<file path="config.mk">
export PLATFORM = sky130hd
export DESIGN_NAME = ram_port_arbiter
export DESIGN_NICKNAME = d
export VERILOG_FILES = /design/src/rtl/ram_port_arbiter.sv
export SDC_FILE = /design/constraint.sdc
export NUM_CORES = 1
export LEC_CHECK = 0
export BUFFER_PORTS_ARGS = -buffer_cell sky130_fd_sc_hd__buf_2
export CORE_ASPECT_RATIO = 1.75
export CORE_MARGIN = 8
export CORE_UTILIZATION = 30
export CTS_CLUSTER_SIZE = 24
export DETAILED_ROUTE_END_ITERATION = 12
export HOLD_SLACK_MARGIN = 0.12
export PLACE_DENSITY_LB_ADDON = 0.05
export SYNTH_ARGS = -nofsm -noshare
export SYNTH_HDL_FRONTEND = slang
export SYNTH_SLANG_ARGS = --single-unit
</file>
<file path="constraint.sdc">
create_clock -name clk -period 1.6 [get_ports clk]
set_input_delay 0.24 -clock clk [delete_from_list [all_inputs] [get_ports clk]]
set_output_delay 0.24 -clock clk [all_outputs]
set_load 0.03 [all_outputs]
</file>
<file path="src/rtl/ram_port_arbiter.sv">
// ram_port_arbiter: shares one single-port RAM between CPU fetch, CPU data and the debug port.
module ram_port_arbiter #(
  parameter int ADDR_W     = 32,
  parameter int DATA_W     = 32,
  parameter int STARVE_MAX = 4
) (
  input  logic              clk,
  input  logic              rst,
  input  logic              override,
  input  logic              i_ren,
  input  logic [ADDR_W-1:0] i_addr,
  output logic [DATA_W-1:0] i_load,
  output logic              i_wait,
  input  logic              d_ren,
  input  logic              d_wen,
  input  logic [ADDR_W-1:0] d_addr,
  input  logic [DATA_W-1:0] d_store,
  output logic [DATA_W-1:0] d_load,
  output logic              d_wait,
  input  logic              g_ren,
  input  logic              g_wen,
  input  logic [ADDR_W-1:0] g_addr,
  input  logic [DATA_W-1:0] g_store,
  output logic [DATA_W-1:0] g_load,
  output logic              g_wait,
  output logic              ram_ren,
  output logic              ram_wen,
  output logic [ADDR_W-1:0] ram_addr,
  output logic [DATA_W-1:0] ram_wdata,
  input  logic [DATA_W-1:0] ram_rdata,
  input  logic              ram_ready
);
  localparam logic S_IDLE = 1'b0;
  localparam logic S_BUSY = 1'b1;
  localparam logic [1:0] O_NONE = 2'd0;
  localparam logic [1:0] O_I    = 2'd1;
  localparam logic [1:0] O_D    = 2'd2;
  localparam logic [1:0] O_G    = 2'd3;
  localparam int SW = $clog2(STARVE_MAX + 1);
  localparam logic [SW-1:0] SMAX = SW'(STARVE_MAX);

  logic              state_q, state_d;
  logic [1:0]        owner_q, owner_d;
  logic [SW-1:0]     starve_q, starve_d;
  logic              ren_q, ren_d, wen_q, wen_d;
  logic [ADDR_W-1:0] addr_q, addr_d;
  logic [DATA_W-1:0] wdata_q, wdata_d;
  logic [DATA_W-1:0] i_load_q, d_load_q, g_load_q;
  logic              d_req, g_req, idle, done, i_hit, d_hit, g_hit;
  logic              grant_f, grant_d, grant_g, grant;

  always_comb begin
    d_req    = d_ren | d_wen;
    g_req    = g_ren | g_wen;
    idle     = state_q == S_IDLE;
    done     = state_q == S_BUSY & ram_ready;
    i_hit    = done & owner_q == O_I;
    d_hit    = done & owner_q == O_D;
    g_hit    = done & owner_q == O_G;
    // fetch only beats data once data has been granted STARVE_MAX times in a row
    grant_g  = idle & override & g_req;
    grant_f  = idle & ~override & i_ren & (~d_req | starve_q == SMAX);
    grant_d  = idle & ~override & d_req & ~grant_f;
    grant    = grant_f | grant_d | grant_g;
    starve_d = (~i_ren | grant_f) ? '0 : (grant_d & starve_q != SMAX) ? starve_q + 1'b1 : starve_q;
    state_d  = grant ? S_BUSY : done ? S_IDLE : state_q;
    owner_d  = grant_g ? O_G : grant_d ? O_D : grant_f ? O_I : done ? O_NONE : owner_q;
    ren_d    = grant ? (grant_f | (grant_d & ~d_wen) | (grant_g & ~g_wen)) : done ? 1'b0 : ren_q;
    wen_d    = grant ? ((grant_d & d_wen) | (grant_g & g_wen)) : done ? 1'b0 : wen_q;
    addr_d   = grant_g ? g_addr : grant_d ? d_addr : grant_f ? i_addr : addr_q;
    wdata_d  = grant_g ? g_store : grant_d ? d_store : grant_f ? '0 : wdata_q;
    i_load   = (i_hit & i_ren) ? ram_rdata : i_load_q;
    d_load   = (d_hit & d_ren) ? ram_rdata : d_load_q;
    g_load   = (g_hit & g_ren) ? ram_rdata : g_load_q;
    i_wait   = i_ren & ~i_hit;
    d_wait   = d_req & ~d_hit;
    g_wait   = g_req & ~g_hit;
    ram_ren  = ren_q;
    ram_wen  = wen_q;
    ram_addr = addr_q;
    ram_wdata = wdata_q;
  end

  always_ff @(posedge clk) begin
    if (rst) begin
      state_q  <= S_IDLE;
      owner_q  <= O_NONE;
      starve_q <= '0;
      ren_q    <= 1'b0;
      wen_q    <= 1'b0;
      addr_q   <= '0;
      wdata_q  <= '0;
      i_load_q <= '0;
      d_load_q <= '0;
      g_load_q <= '0;
    end else begin
      state_q  <= state_d;
      owner_q  <= owner_d;
      starve_q <= starve_d;
      ren_q    <= ren_d;
      wen_q    <= wen_d;
      addr_q   <= addr_d;
      wdata_q  <= wdata_d;
      i_load_q <= i_load;
      d_load_q <= d_load;
      g_load_q <= g_load;
    end
  end
endmodule

</file>
# [Yosys cells after proc, flatten, opt, wreduce, memory -nomap -nowiden]
# Index checks and enable logic that the tools add are counted.
[totals] ff_bits=168 in_bits=201 output_inout_bits=165
[classes] addsub=1 eq_ne=5 n_mux=17 bitwise=41 n_reduce_logical=4
[ops] operator="$mux W32" n=9
[ops] operator="$and A1 B1 Y1" n=22
[ops] operator="$not A1 Y1" n=10
[ops] operator="$or A1 B1 Y1" n=9
[ops] operator="$mux W2" n=4
[ops] operator="$eq A2 B2 Y1 const B" n=2
[ops] operator="$mux W1" n=4
[ops] operator="$reduce_bool A4 Y1" n=1
[ops] operator="$add A3 B1 Y3 const B" n=1
[ops] operator="$eq A3 B3 Y1 const B" n=1
[ops] operator="$ne A3 B3 Y1 const B" n=1
[ops] operator="$reduce_bool A3 Y1" n=1
[ops] operator="$eq A2 B1 Y1 const B" n=1
[ops] operator="$reduce_bool A2 Y1" n=1
[ops] operator="$reduce_or A2 Y1" n=1

# [Logic depth before layout (Yosys ltp)]
# Gate-level depths: netlist of run 1.
[depth] word_depth=10 ltp_mapped=7 mapped_depth_nobuf=6

# [Least setup slack after synthesis of run 1]
# OpenSTA, ideal clock, no wires.
[synth_timing] path_type="register -> register" from="register state_q" to="register i_load_q[17]" setup_time_ns=0.128 t_arrival_ns=1.589 required_time_ns=1.472 setup_slack_ns=-0.117 path_stages_with_launch=7 n_path_buf=2 period_less_slack_ns=1.717 path_cell_list="dfxtp_1 buf_4 and3_1 nand3_2 buf_2 mux2_1 nor2b_1"
[synth_via] elab_chain_cells=4
[synth_lines] element="start, declared" line="42" text="logic state_q, state_d;"
[synth_lines] element="start signal, assigned" line="97" text="state_q <= state_d;"
[synth_lines] element="$and A1 B1 Y1" line="56" text="done = state_q == S_BUSY & ram_ready;"
[synth_lines] element="$and A1 B1 Y1" line="57" text="i_hit = done & owner_q == O_I;"
[synth_lines] element="$and A1 B1 Y1" line="72" text="i_load = (i_hit & i_ren) ? ram_rdata : i_load_q;"
[synth_lines] element="$mux W32" line="72"
[synth_lines] element="via i_load[17]" line="12" text="output logic [DATA_W-1:0] i_load,"
[synth_lines] element="end signal, assigned" line="104" text="i_load_q <= i_load;"
[synth_lines] element="end, declared" line="48" text="logic [DATA_W-1:0] i_load_q, d_load_q, g_load_q;"
# The timed path passes the listed nets, and every way through them passes these cells.
# A chain may end at the register's enable or synchronous reset.

# [Worst setup path after layout of run 1]
[layout_timing] from="register owner_q[0]" to="output port d_load[0]"
[layout_via] elab_chain_cells=4
[layout_lines] element="start, declared" line="43" text="logic [1:0] owner_q, owner_d;"
[layout_lines] element="start signal, assigned" line="98" text="owner_q <= owner_d;"
[layout_lines] element="$eq A2 B2 Y1" line="58" text="d_hit = done & owner_q == O_D;"
[layout_lines] element="$and A1 B1 Y1" line="58"
[layout_lines] element="$and A1 B1 Y1" line="73" text="d_load = (d_hit & d_ren) ? ram_rdata : d_load_q;"
[layout_lines] element="$mux W32" line="73"
[layout_lines] element="end, declared" line="18" text="output logic [DATA_W-1:0] d_load,"
# No other way between the ends.

==> results of run 1 <==
==> power groups by stage <==
| stage | combinational [mW] | sequential, mW | clock [mW] |
|---|---|---|---|
| finish | 2.65 | 4.49 | 4.66 |
| global route | 2.83 | 4.52 | 4.96 |
| CTS | 2.56 | 4.49 | 4.80 |
| detailed placement | 2.06 | 4.59 | 0 |
| global placement | 2.06 | 4.58 | 0 |
| floorplan | 0.827 | 4.95 | 0 |
==> flip-flops by register name, summed over array words and instances (netlist names) <==
signal     flops
state_q        1
owner_q        2
ram_wdata     32
ram_ren        1
g_load_q      32
d_load_q      32
starve_q       3
i_load_q      32
ram_addr      32
ram_wen        1
==> cell families after synthesis <==
kind of cell / share of synthesized area, %
buffers and inverters: 4.050
multiplexers: 19.30
adder cells (fa/ha/maj): 0.3447
AO/OA/AOI/OAI: 13.65
AND/OR/NAND/NOR: 16.20
flip-flops: 46.33
XOR/XNOR: 0.1207
==> metal layers <==
metal	vias to the layer above	wire length, microns	GRT usage, %	share of wire (%)
li1	3543	-	-	-
met1	3502	11140	19.44	36
met2	258	16680	37.33	54
met3	28	2182	6.534	7.1
met4	0	616	7.390	2.0
met5	-	0	0	0
==> stage by stage <==
stage	setup TNS, ps	cell area (sq um)	total power [mW]	util (%)
5_1_grt	-56810	12820	12.32	53.57
3_5_place_dp	-13850	9741	6.648	40.71
3_3_place_gp	-13390	9741	6.639	40.71
6_report	-46130	12820	11.81	53.57
4_1_cts	-52890	12250	11.85	51.21
2_1_floorplan	-5297	7269	5.774	-
==> final timing paths <==
check | endpoint | slack [ps]
max | d_load[0] | -510
min | ram_wdata[24]$_SDFFE_PP0P_ | 130
max reg2reg | ram_addr[21]$_SDFFE_PP0P_ | -110
min reg2reg | ram_ren$_SDFFE_PP0P_ | 470
==> worst max-delay path, stage by stage, from the launching register on <==
cell and delay, ps:
dfxtp_2 330, and4b_2 320, nand2_4 120, clkbuf_16 200, mux2_4 320, buf_6 140
==> cell type report <==
type	instances	area, sq um
Antenna cell	1	2.502
Clock buffer	21	470.5
Clock inverter	11	192.7
Fill cell	2234	11110
Inverter	6	22.52
Multi-Input combinational cell	506	3960
Sequential cell	168	3368
Tap cell	308	385.4
Timing Repair Buffer	515	4418
==> synth_stat cells (2+ instances only) <==
| cell type | number |
|---|---|
| nand2b_1 | 4 |
| nor2b_1 | 98 |
| a21oi_1 | 37 |
| mux2_2 | 93 |
| a221oi_1 | 32 |
| clkbuf_1 | 28 |
| nand2_1 | 68 |
| nor2_1 | 38 |
| nand3_1 | 5 |
| inv_1 | 6 |
| o22ai_1 | 2 |
| ha_1 | 2 |
| a211oi_1 | 32 |
| mux2i_1 | 32 |
| a2bb2oi_1 | 2 |
| nand3_2 | 3 |
| dfxtp_1 | 168 |
| o32ai_1 | 2 |
| o21ai_0 | 32 |
| mux2_1 | 3 |
| buf_2 | 22 |
| buf_4 | 7 |
==> timing repair <==
action / 4_1_cts / 5_1_grt
cloned: 14 / 5
hold endpoints to repair: 63 / 0
buffers inserted: 17 / 2
gates resized for setup: 184 / 166
pin swaps: 57 / 19
hold buffers: 69 / 0
setup endpoints to repair: 164 / 164
==> metrics.md, run 1 <==
| Metric | Value |
|---|---|
| Status | `complete, but fails checks` |
| Failing checks | `setup timing` |
| Commonest non-fill, non-tap cell in the layout | `buf_2` |
| # IOs | `366` |
| Startpoint types | `register` |
| Root Buffer | `clkbuf_16` |
| Placed insts | `1401` |
| Core area | `23930 sq um` |
| Max Slew Vio Count | `0` |
| First-pass GRT wire length | `45840 microns` |
| Htree depth | `4` |
| Area leader, netlist | `dfxtp_1` |
| Starting density of the core | `30.34%` |
| Largest cells by area after synthesis | `dfxtp_1 46%, mux2_2 14%, nor2b_1 8.4%` |
| Clock buffer depth | `2` |
| Final Hold Fails | `0` |
| Pleak | `6.117 nW` |
| Netlist Area Pre-Place | `7259 sq um` |
| Post-synth EDFFs | `0` |
| Max FO, Critical Path | `8` |
| Layout cell share with drive strength beyond 1 | `50.37%` |
| Avg WL per Cell | `19.93 microns` |
| Worst EP required | `1360 ps` |
| Clock power share | `39.5%` |
| Worst Setup SP | `owner_q[0]$_SDFFE_PP0P_` |
| P_int | `8.497 mW` |
| Switch share | `28.03%` |
| Largest net degree at the start of global routing | `69` |
| PortBufs | `365` |
| Clock skew | `7.142 ps` |
| Slew @ Worst Pin | `361.5 ps` |
| Commonest non-fill, non-tap cells in the layout | `266 x buf_2, 164 x dfxtp_1, 107 x buf_6` |
| # nets final | `1417` |
| Crit. End Element | `primary output` |
| RSZ-0062 raised after global routing | `yes` |
| DRC Markers | `0` |
| Main flop type after synthesis | `dfxtp_1` |
| GPL Wtd Cong | `0.7593` |
| Fmax | `473.5 MHz` |
| Max cap viols | `0` |
| Fin crit share | `132.0%` |
| Synth Register Bits | `168` |
| Hold depth | `3` |
| Worst endpoint data arrival time | `1870 ps` |
| GRT Util Overall | `19.85%` |
| Rel. slew slack | `75.90%` |
| Area Growth Syn to Fin | `76.59%` |
| Row cnt | `75` |
| Worst vdd ir | `0.7145 mV` |
| Post-Place Setup Slack | `-144.8 ps` |
| Hpwl dp | `20290 microns` |
| Yosys cell types | `44` |
| Hold Slack | `130.2 ps` |
| R2r startpoint | `state_q$_SDFFE_PP0P_` |
| Pwr/cell area | `921.0 nW/um^2` |
| DR pass1 iterations | `4` |
| Antenna violations before repair | `1` |
| Routed Antenna Nets | `0` |
| Clk slew on worst S/H paths | `60 ps` |
| Die Y | `221.8 microns` |
| Final min period | `2112 ps` |
| Num Clock Sinks | `168` |
| Mean Syn Cell Area | `9.837 sq um` |
| Vias in the first global route | `7810` |
| Number of CTS-inserted buffers | `17` |
| R2R depth | `8` |
| Routed WL | `30620 microns` |
| CTS tree | `built` |
| Hold Startpoint | `g_store[24]` |
| Syn Inst Count | `738` |
| Synthesis warning total | `0` |
| Worst skew pair latency | `440 ps` |
| Synth Net Count | `941` |
| Top cell type's share of synthesized area | `46.33%` |
| Register share of total power | `38.1%` |
| Die Width | `133.6 microns` |
| DR vias | `7331` |
| Cell Count, Final, Fillers Out | `1536` |
| Psw | `3.310 mW` |
| Global route overflow | `0` |
| # setup viols final | `132` |
| Post-synth ARST share | `0%` |
| Sequential share of the synthesized area | `46.33%` |
| Worst hold path type | `input port to register` |
| Comb pwr share | `22.4%` |
| Die area | `29630 sq um` |
| Initial DRC count | `248` |
| Vias per cell | `4.773` |
| Critical setup path kind | `register to primary output` |
| Post-route setup slack | `-511.8 ps` |
Note: power is estimated with default switching activity, not from simulation.
==> run 2, diff against run 1 <==
Settings changed: RECOVER_POWER set to 100.
==> metrics.md, run 2 (same netlist as run 1, synthesis figures left out) <==
| Metric | Value |
|---|---|
| Crit. End Element | `primary output (unchanged)` |
| GPL Wtd Cong | `0.7593 (unchanged)` |
| Htree depth | `4 (unchanged)` |
| R2R Setup Slk | `-100 ps (was -110 ps)` |
| # setup viols final | `132 (unchanged)` |
| Status | `complete, but fails checks (unchanged)` |
| Commonest non-fill, non-tap cells in the layout | `200 x buf_2, 164 x dfxtp_1, 107 x buf_6 (was 266 x buf_2, 164 x dfxtp_1, 107 x buf_6)` |
| CTS tree | `built (unchanged)` |
| Area Growth Syn to Fin | `75.49% (was 76.59%)` |
| R2r startpoint | `state_q$_SDFFE_PP0P_ (unchanged)` |
| Register share of total power | `38.3% (was 38.1%)` |
| Final min period | `2109 ps (was 2112 ps)` |
| Clock skew | `6.399 ps (was 7.142 ps)` |
| Initial DRC count | `238 (was 248)` |
| Slew @ Worst Pin | `469.3 ps (was 361.5 ps)` |
| Starting density of the core | `30.34% (unchanged)` |
| Worst skew pair latency | `440 ps (about the same)` |
| Fin crit share | `131.8% (was 132.0%)` |
| DR pass1 iterations | `4 (unchanged)` |
| RSZ-0062 raised after global routing | `yes (unchanged)` |
| Clock power share | `39.6% (was 39.5%)` |
| Vias in the first global route | `7810 (unchanged)` |
| Rel. slew slack | `68.85% (was 75.90%)` |
| Critical setup path kind | `register to primary output (unchanged)` |
| Commonest non-fill, non-tap cell in the layout | `buf_2 (unchanged)` |
| Worst EP required | `1360 ps (about the same)` |
| Num Clock Sinks | `168 (unchanged)` |
| Reg2Reg Capture Point | `ram_addr[27]$_SDFFE_PP0P_ (was ram_addr[21]$_SDFFE_PP0P_)` |
| Antenna violations before repair | `1 (unchanged)` |
| DRC Markers | `0 (unchanged)` |
| Max FO, Critical Path | `8 (unchanged)` |
| Worst hold path type | `input port to register (unchanged)` |
| Hold Startpoint | `g_store[24] (unchanged)` |
| Clk slew on worst S/H paths | `60 ps (about the same)` |
| Fmax | `474.1 MHz (was 473.5 MHz)` |
| First-pass GRT wire length | `45840 microns (unchanged)` |
| Layout cell share with drive strength beyond 1 | `44.99% (was 50.37%)` |
| Vias per cell | `4.763 (was 4.773)` |
| Placed insts | `1401 (unchanged)` |
| GRT Util Overall | `19.85% (unchanged)` |
| P_int | `8.445 mW (was 8.497 mW)` |
| Routed Antenna Nets | `0 (unchanged)` |
| Pwr/cell area | `922.8 nW/um^2 (was 921.0 nW/um^2)` |
| Die Y | `221.8 microns (unchanged)` |
| Fill cells | `2270 (was 2234)` |
| Worst endpoint data arrival time | `1870 ps (about the same)` |
| Final Hold Fails | `0 (unchanged)` |
| Max cap viols | `0 (unchanged)` |
| Worst Hold Endpoint | `ram_wdata[24]$_SDFFE_PP0P_ (unchanged)` |
| PortBufs | `365 (unchanged)` |
| Routed WL | `30690 microns (was 30620 microns)` |
| Root Buffer | `clkbuf_16 (unchanged)` |
| Die area | `29630 sq um (unchanged)` |
| Failing checks | `setup timing (unchanged)` |
| Global route overflow | `0 (unchanged)` |
| Post-Place Setup Slack | `-144.8 ps (unchanged)` |
| Post-route setup slack | `-509.1 ps (was -511.8 ps)` |
| Register Area | `3368 sq um (unchanged)` |
| Hpwl dp | `20290 microns (unchanged)` |
| # nets final | `1417 (unchanged)` |
| Comb pwr share | `22.1% (was 22.4%)` |
| Max Slew Vio Count | `0 (unchanged)` |
| Largest net degree at the start of global routing | `69 (unchanged)` |
| Worst Setup SP | `owner_q[0]$_SDFFE_PP0P_ (unchanged)` |
| Row cnt | `75 (unchanged)` |
| Psw | `3.311 mW (was 3.310 mW)` |
| Cell Count, Final, Fillers Out | `1537 (was 1536)` |
| Switch share | `28.16% (was 28.03%)` |
| Worst vdd ir | `0.7076 mV (was 0.7145 mV)` |
| Startpoint types | `register (unchanged)` |
| Hold depth | `3 (unchanged)` |
| Number of CTS-inserted buffers | `17 (unchanged)` |
| DR vias | `7321 (was 7331)` |
| Die Width | `133.6 microns (unchanged)` |
| Clock buffer depth | `2 (unchanged)` |
| # IOs | `366 (unchanged)` |
| Multi-input gate area | `3960 sq um (unchanged)` |
| Avg WL per Cell | `19.97 microns (was 19.93 microns)` |
| Pleak | `5.872 nW (was 6.117 nW)` |
| R2R depth | `8 (unchanged)` |
| Core area | `23930 sq um (unchanged)` |
-- run 2: cell types whose count changed in the layout (fill, tap and decap cells not counted) --
cell,before,now
buf_2,266,200
clkbuf_1,1,67
diode_2,1,2
-- run 2: timing repair --
| action | 4_1_cts | 5_1_grt |
|---|---|---|
| hold endpoints to repair | 63 | 0 |
| setup buffers | 17 | 2 |
| pin swaps | 57 | 19 |
| endpoints found under the setup margin | 164 | 164 |
| hold buffers | 69 | 0 |
| gates resized for setup | 184 | 166 |
| cloned | 14 | 5 |
-- run 2: how the worst max path moves through the flow --
stage,end,slack [ps],depth (start not counted)
global placement,d_load[26],-170,5
detailed placement,d_load[26],-140,6
global route,d_load[30],-590,5
finish,d_load[0],-510,5
floorplan,d_load_q[1]$_SDFF_PP0_,-50,6
CTS,d_load[26],-600,5
-- run 2: cell type report --
| cell class | count | area share, % |
|---|---|---|
| Antenna cell | 2 | 0.03929 |
| Timing Repair Buffer | 515 | 34.03 |
| Inverter | 6 | 0.1768 |
| Tap cell | 308 | 3.025 |
| Clock inverter | 11 | 1.512 |
| Multi-Input combinational cell | 506 | 31.08 |
| Sequential cell | 168 | 26.44 |
| Clock buffer | 21 | 3.693 |
-- run 2: power by group through the flow --
stage                     Clock [mW]  Combinational (mW)  Sequential (mW)
after floorplan                    0               0.827             4.95
after global placement             0                2.06             4.58
after detailed placement           0                2.06             4.59
after CTS                       4.80                2.56             4.49
after global routing            4.96                2.79             4.53
final                           4.66                2.60             4.50
-- run 2: stage by stage --
stage / total power, mW / utilization [%] / cell area [sq um] / hold WS [ps] / setup TNS [ps]
2_1_floorplan: 5.774 / - / 7269 / 381.1 / -5297
3_3_place_gp: 6.639 / 40.71 / 9741 / 470.9 / -13390
3_5_place_dp: 6.648 / 40.71 / 9741 / 470.6 / -13850
4_1_cts: 11.85 / 51.21 / 12250 / 120.0 / -52890
5_1_grt: 12.27 / 53.23 / 12740 / 144.1 / -56820
6_report: 11.76 / 53.24 / 12740 / 129.3 / -45660
-- run 2: worst max-delay path, cell delays in order (launching register included) --
cell and delay (ps):
dfxtp_2 320, and4b_2 320, nand2_4 120, clkbuf_16 200, mux2_4 320, buf_6 140
-- run 2: layer usage --
metal | up-vias | GRT usage, % | wire length (microns)
met5 | - | 0 | 0
met3 | 29 | 6.534 | 2247
li1 | 3546 | - | -
met2 | 261 | 37.33 | 16700
met1 | 3485 | 19.44 | 11130
met4 | 0 | 7.390 | 615
==> run 3, diff against run 2 <==
Settings changed: CORE_UTILIZATION 30 to 41.
==> metrics.md, run 3 (same netlist as run 1, synthesis figures left out) <==
| Metric | Value |
|---|---|
| Final Hold Fails | `0 (unchanged)` |
| Register Area | `3366 sq um (was 3368 sq um)` |
| Worst endpoint data arrival time | `1840 ps (was 1870 ps)` |
| Crit. End Element | `primary output (unchanged)` |
| Die area | `22390 sq um (was 29630 sq um)` |
| Clk slew on worst S/H paths | `80 ps (was 60 ps)` |
| Core area | `17460 sq um (was 23930 sq um)` |
| Row cnt | `64 (was 75)` |
| Worst path slowest cell | `mux2_2 (was dfxtp_2)` |
| Vias per cell | `5.182 (was 4.763)` |
| Clock power share | `34.6% (was 39.6%)` |
| Clock skew | `15.42 ps (was 6.399 ps)` |
| TNS Setup | `-57650 ps (was -45660 ps)` |
| Vias in the first global route | `7824 (was 7810)` |
| Routed WL | `29910 microns (was 30690 microns)` |
| Worst skew pair latency | `430 ps (was 440 ps)` |
| # nets final | `1439 (was 1417)` |
| Num Clock Sinks | `168 (unchanged)` |
| Global route overflow | `0 (unchanged)` |
| Multi-input gate area | `4293 sq um (was 3960 sq um)` |
| PortBufs | `365 (unchanged)` |
| DR vias | `7674 (was 7321)` |
| P_int | `7.938 mW (was 8.445 mW)` |
| First-pass GRT wire length | `41590 microns (was 45840 microns)` |
| # setup viols final | `167 (was 132)` |
| Hold Slack | `165.1 ps (was 129.3 ps)` |
| RSZ-0062 raised after global routing | `yes (unchanged)` |
| Worst hold path type | `input port to register (unchanged)` |
| Switch share | `30.57% (was 28.16%)` |
| Critical setup path kind | `register to primary output (unchanged)` |
| Die Y | `192.0 microns (was 221.8 microns)` |
| Routed Antenna Nets | `0 (unchanged)` |
| Max FO, Critical Path | `16 (was 8)` |
| Fmax | `479.9 MHz (was 474.1 MHz)` |
| Comb pwr share | `25.7% (was 22.1%)` |
| Register share of total power | `39.7% (was 38.3%)` |
| # IOs | `366 (unchanged)` |
| GPL Wtd Cong | `0.8170 (was 0.7593)` |
| Max Slew Vio Count | `0 (unchanged)` |
| Max cap viols | `0 (unchanged)` |
| Root Buffer | `clkbuf_16 (unchanged)` |
| Startpoint types | `register (unchanged)` |
| Htree depth | `4 (unchanged)` |
| Final min period | `2084 ps (was 2109 ps)` |
| CTS tree | `built (unchanged)` |
| Max incr delay on CP | `360 ps (was 320 ps)` |
| GRT Util Overall | `23.97% (was 19.85%)` |
| Layout cell share with drive strength beyond 1 | `52.64% (was 44.99%)` |
| Initial DRC count | `444 (was 238)` |
| Pwr/cell area | `886.0 nW/um^2 (was 922.8 nW/um^2)` |
| Antenna violations before repair | `2 (was 1)` |
| Worst EP required | `1360 ps (about the same)` |
| Starting density of the core | `41.59% (was 30.34%)` |
| Hpwl dp | `19150 microns (was 20290 microns)` |
| Clock buffer depth | `2 (unchanged)` |
| Post-route setup slack | `-483.7 ps (was -509.1 ps)` |
| Avg WL per Cell | `20.20 microns (was 19.97 microns)` |
| Psw | `3.496 mW (was 3.311 mW)` |
| Area Growth Syn to Fin | `77.77% (was 75.49%)` |
| Rel. slew slack | `69.05% (was 68.85%)` |
| Worst vdd ir | `0.6741 mV (was 0.7076 mV)` |
| Fill cells | `1291 (was 2270)` |
| Slew @ Worst Pin | `466.2 ps (was 469.3 ps)` |
| Commonest non-fill, non-tap cell in the layout | `buf_2 (unchanged)` |
| Commonest non-fill, non-tap cells in the layout | `202 x buf_2, 166 x dfxtp_1, 100 x buf_6 (was 200 x buf_2, 164 x dfxtp_1, 107 x buf_6)` |
| Die Width | `116.6 microns (was 133.6 microns)` |
| Failing checks | `setup timing (unchanged)` |
| Pleak | `5.846 nW (was 5.872 nW)` |
| Status | `complete, but fails checks (unchanged)` |
| DRC Markers | `0 (unchanged)` |
| DR pass1 iterations | `4 (unchanged)` |
| Number of CTS-inserted buffers | `17 (unchanged)` |
| Fin crit share | `130.2% (was 131.8%)` |
| Largest net degree at the start of global routing | `47 (was 69)` |
| Crit-path cells | `and4b_1 -> nand2_4 -> buf_12 -> mux2_2 -> buf_4 (was and4b_2 -> nand2_4 -> clkbuf_16 -> mux2_4 -> buf_6)` |
==> run 3: repair_timing <==
item | in CTS | in global routing
setup endpoints to repair | 165 | 166
hold buffers | 65 | 0
pin swaps | 30 | 64
hold endpoints to repair | 64 | 0
resized for setup | 199 | 191
gates cloned | 11 | 8
buffers inserted | 10 | 26
==> run 3: stage by stage <==
| stage | utilization [%] | total power, mW | std cells | setup slack (ps) | cell area [sq um] |
|---|---|---|---|---|---|
| floorplan | - | 5.774 | 738 | -52.61 | 7269 |
| global placement | 55.99 | 6.664 | 1338 | -128.3 | 9774 |
| detailed placement | 55.99 | 6.675 | 1338 | -135.6 | 9774 |
| CTS | 68.56 | 11.07 | 1454 | -483.7 | 11970 |
| global route | 73.92 | 11.88 | 1481 | -539.6 | 12900 |
| finish | 73.92 | 11.43 | 1481 | -483.7 | 12900 |
==> run 3: worst max-delay path: cells and delay by family (launching register included) <==
| family | cells | cell delay, ps |
|---|---|---|
| buffers and inverters | 2 | 340 |
| flip-flops | 1 | 330 |
| multiplexers | 1 | 360 |
| AND/OR/NAND/NOR | 2 | 360 |
==> run 3: layer usage <==
metal  track usage [%]  vias up  routed length [microns]
li1                  -     3600                        -
met1             24.60     3665                    10290
met2             42.71      329                    15700
met3             6.832       80                     2719
met4             12.73        0                     1205
met5                 0        -                        0
==> run 3: area by class of cell <==
type | count | share of cell area, %
Timing Repair Buffer | 537 | 33.87
Multi-Input combinational cell | 506 | 33.27
Sequential cell | 168 | 26.08
Clock buffer | 22 | 3.597
Tap cell | 231 | 2.240
Clock inverter | 9 | 0.7369
Inverter | 6 | 0.1745
Antenna cell | 2 | 0.03878
==> run 3: worst paths after layout <==
kind	from	endpoint	depth (start not counted)	slack, ps
worst max-delay path	state_q$_SDFFE_PP0P_	d_load[2]	5	-480
worst min-delay path	g_store[24]	ram_wdata[24]$_SDFFE_PP0P_	3	170
worst max register to register	state_q$_SDFFE_PP0P_	ram_wdata[17]$_SDFFE_PP0P_	10	-340
worst min register to register	owner_q[0]$_SDFFE_PP0P_	owner_q[0]$_SDFFE_PP0P_	2	490
==> run 3: power by group through the flow <==
stage	sequential (mW)	clock (mW)	combinational (mW)
after floorplan	4.95	0	0.827
after global placement	4.57	0	2.09
after detailed placement	4.58	0	2.09
after CTS	4.49	4.05	2.53
after global routing	4.56	4.21	3.11
final	4.53	3.96	2.94
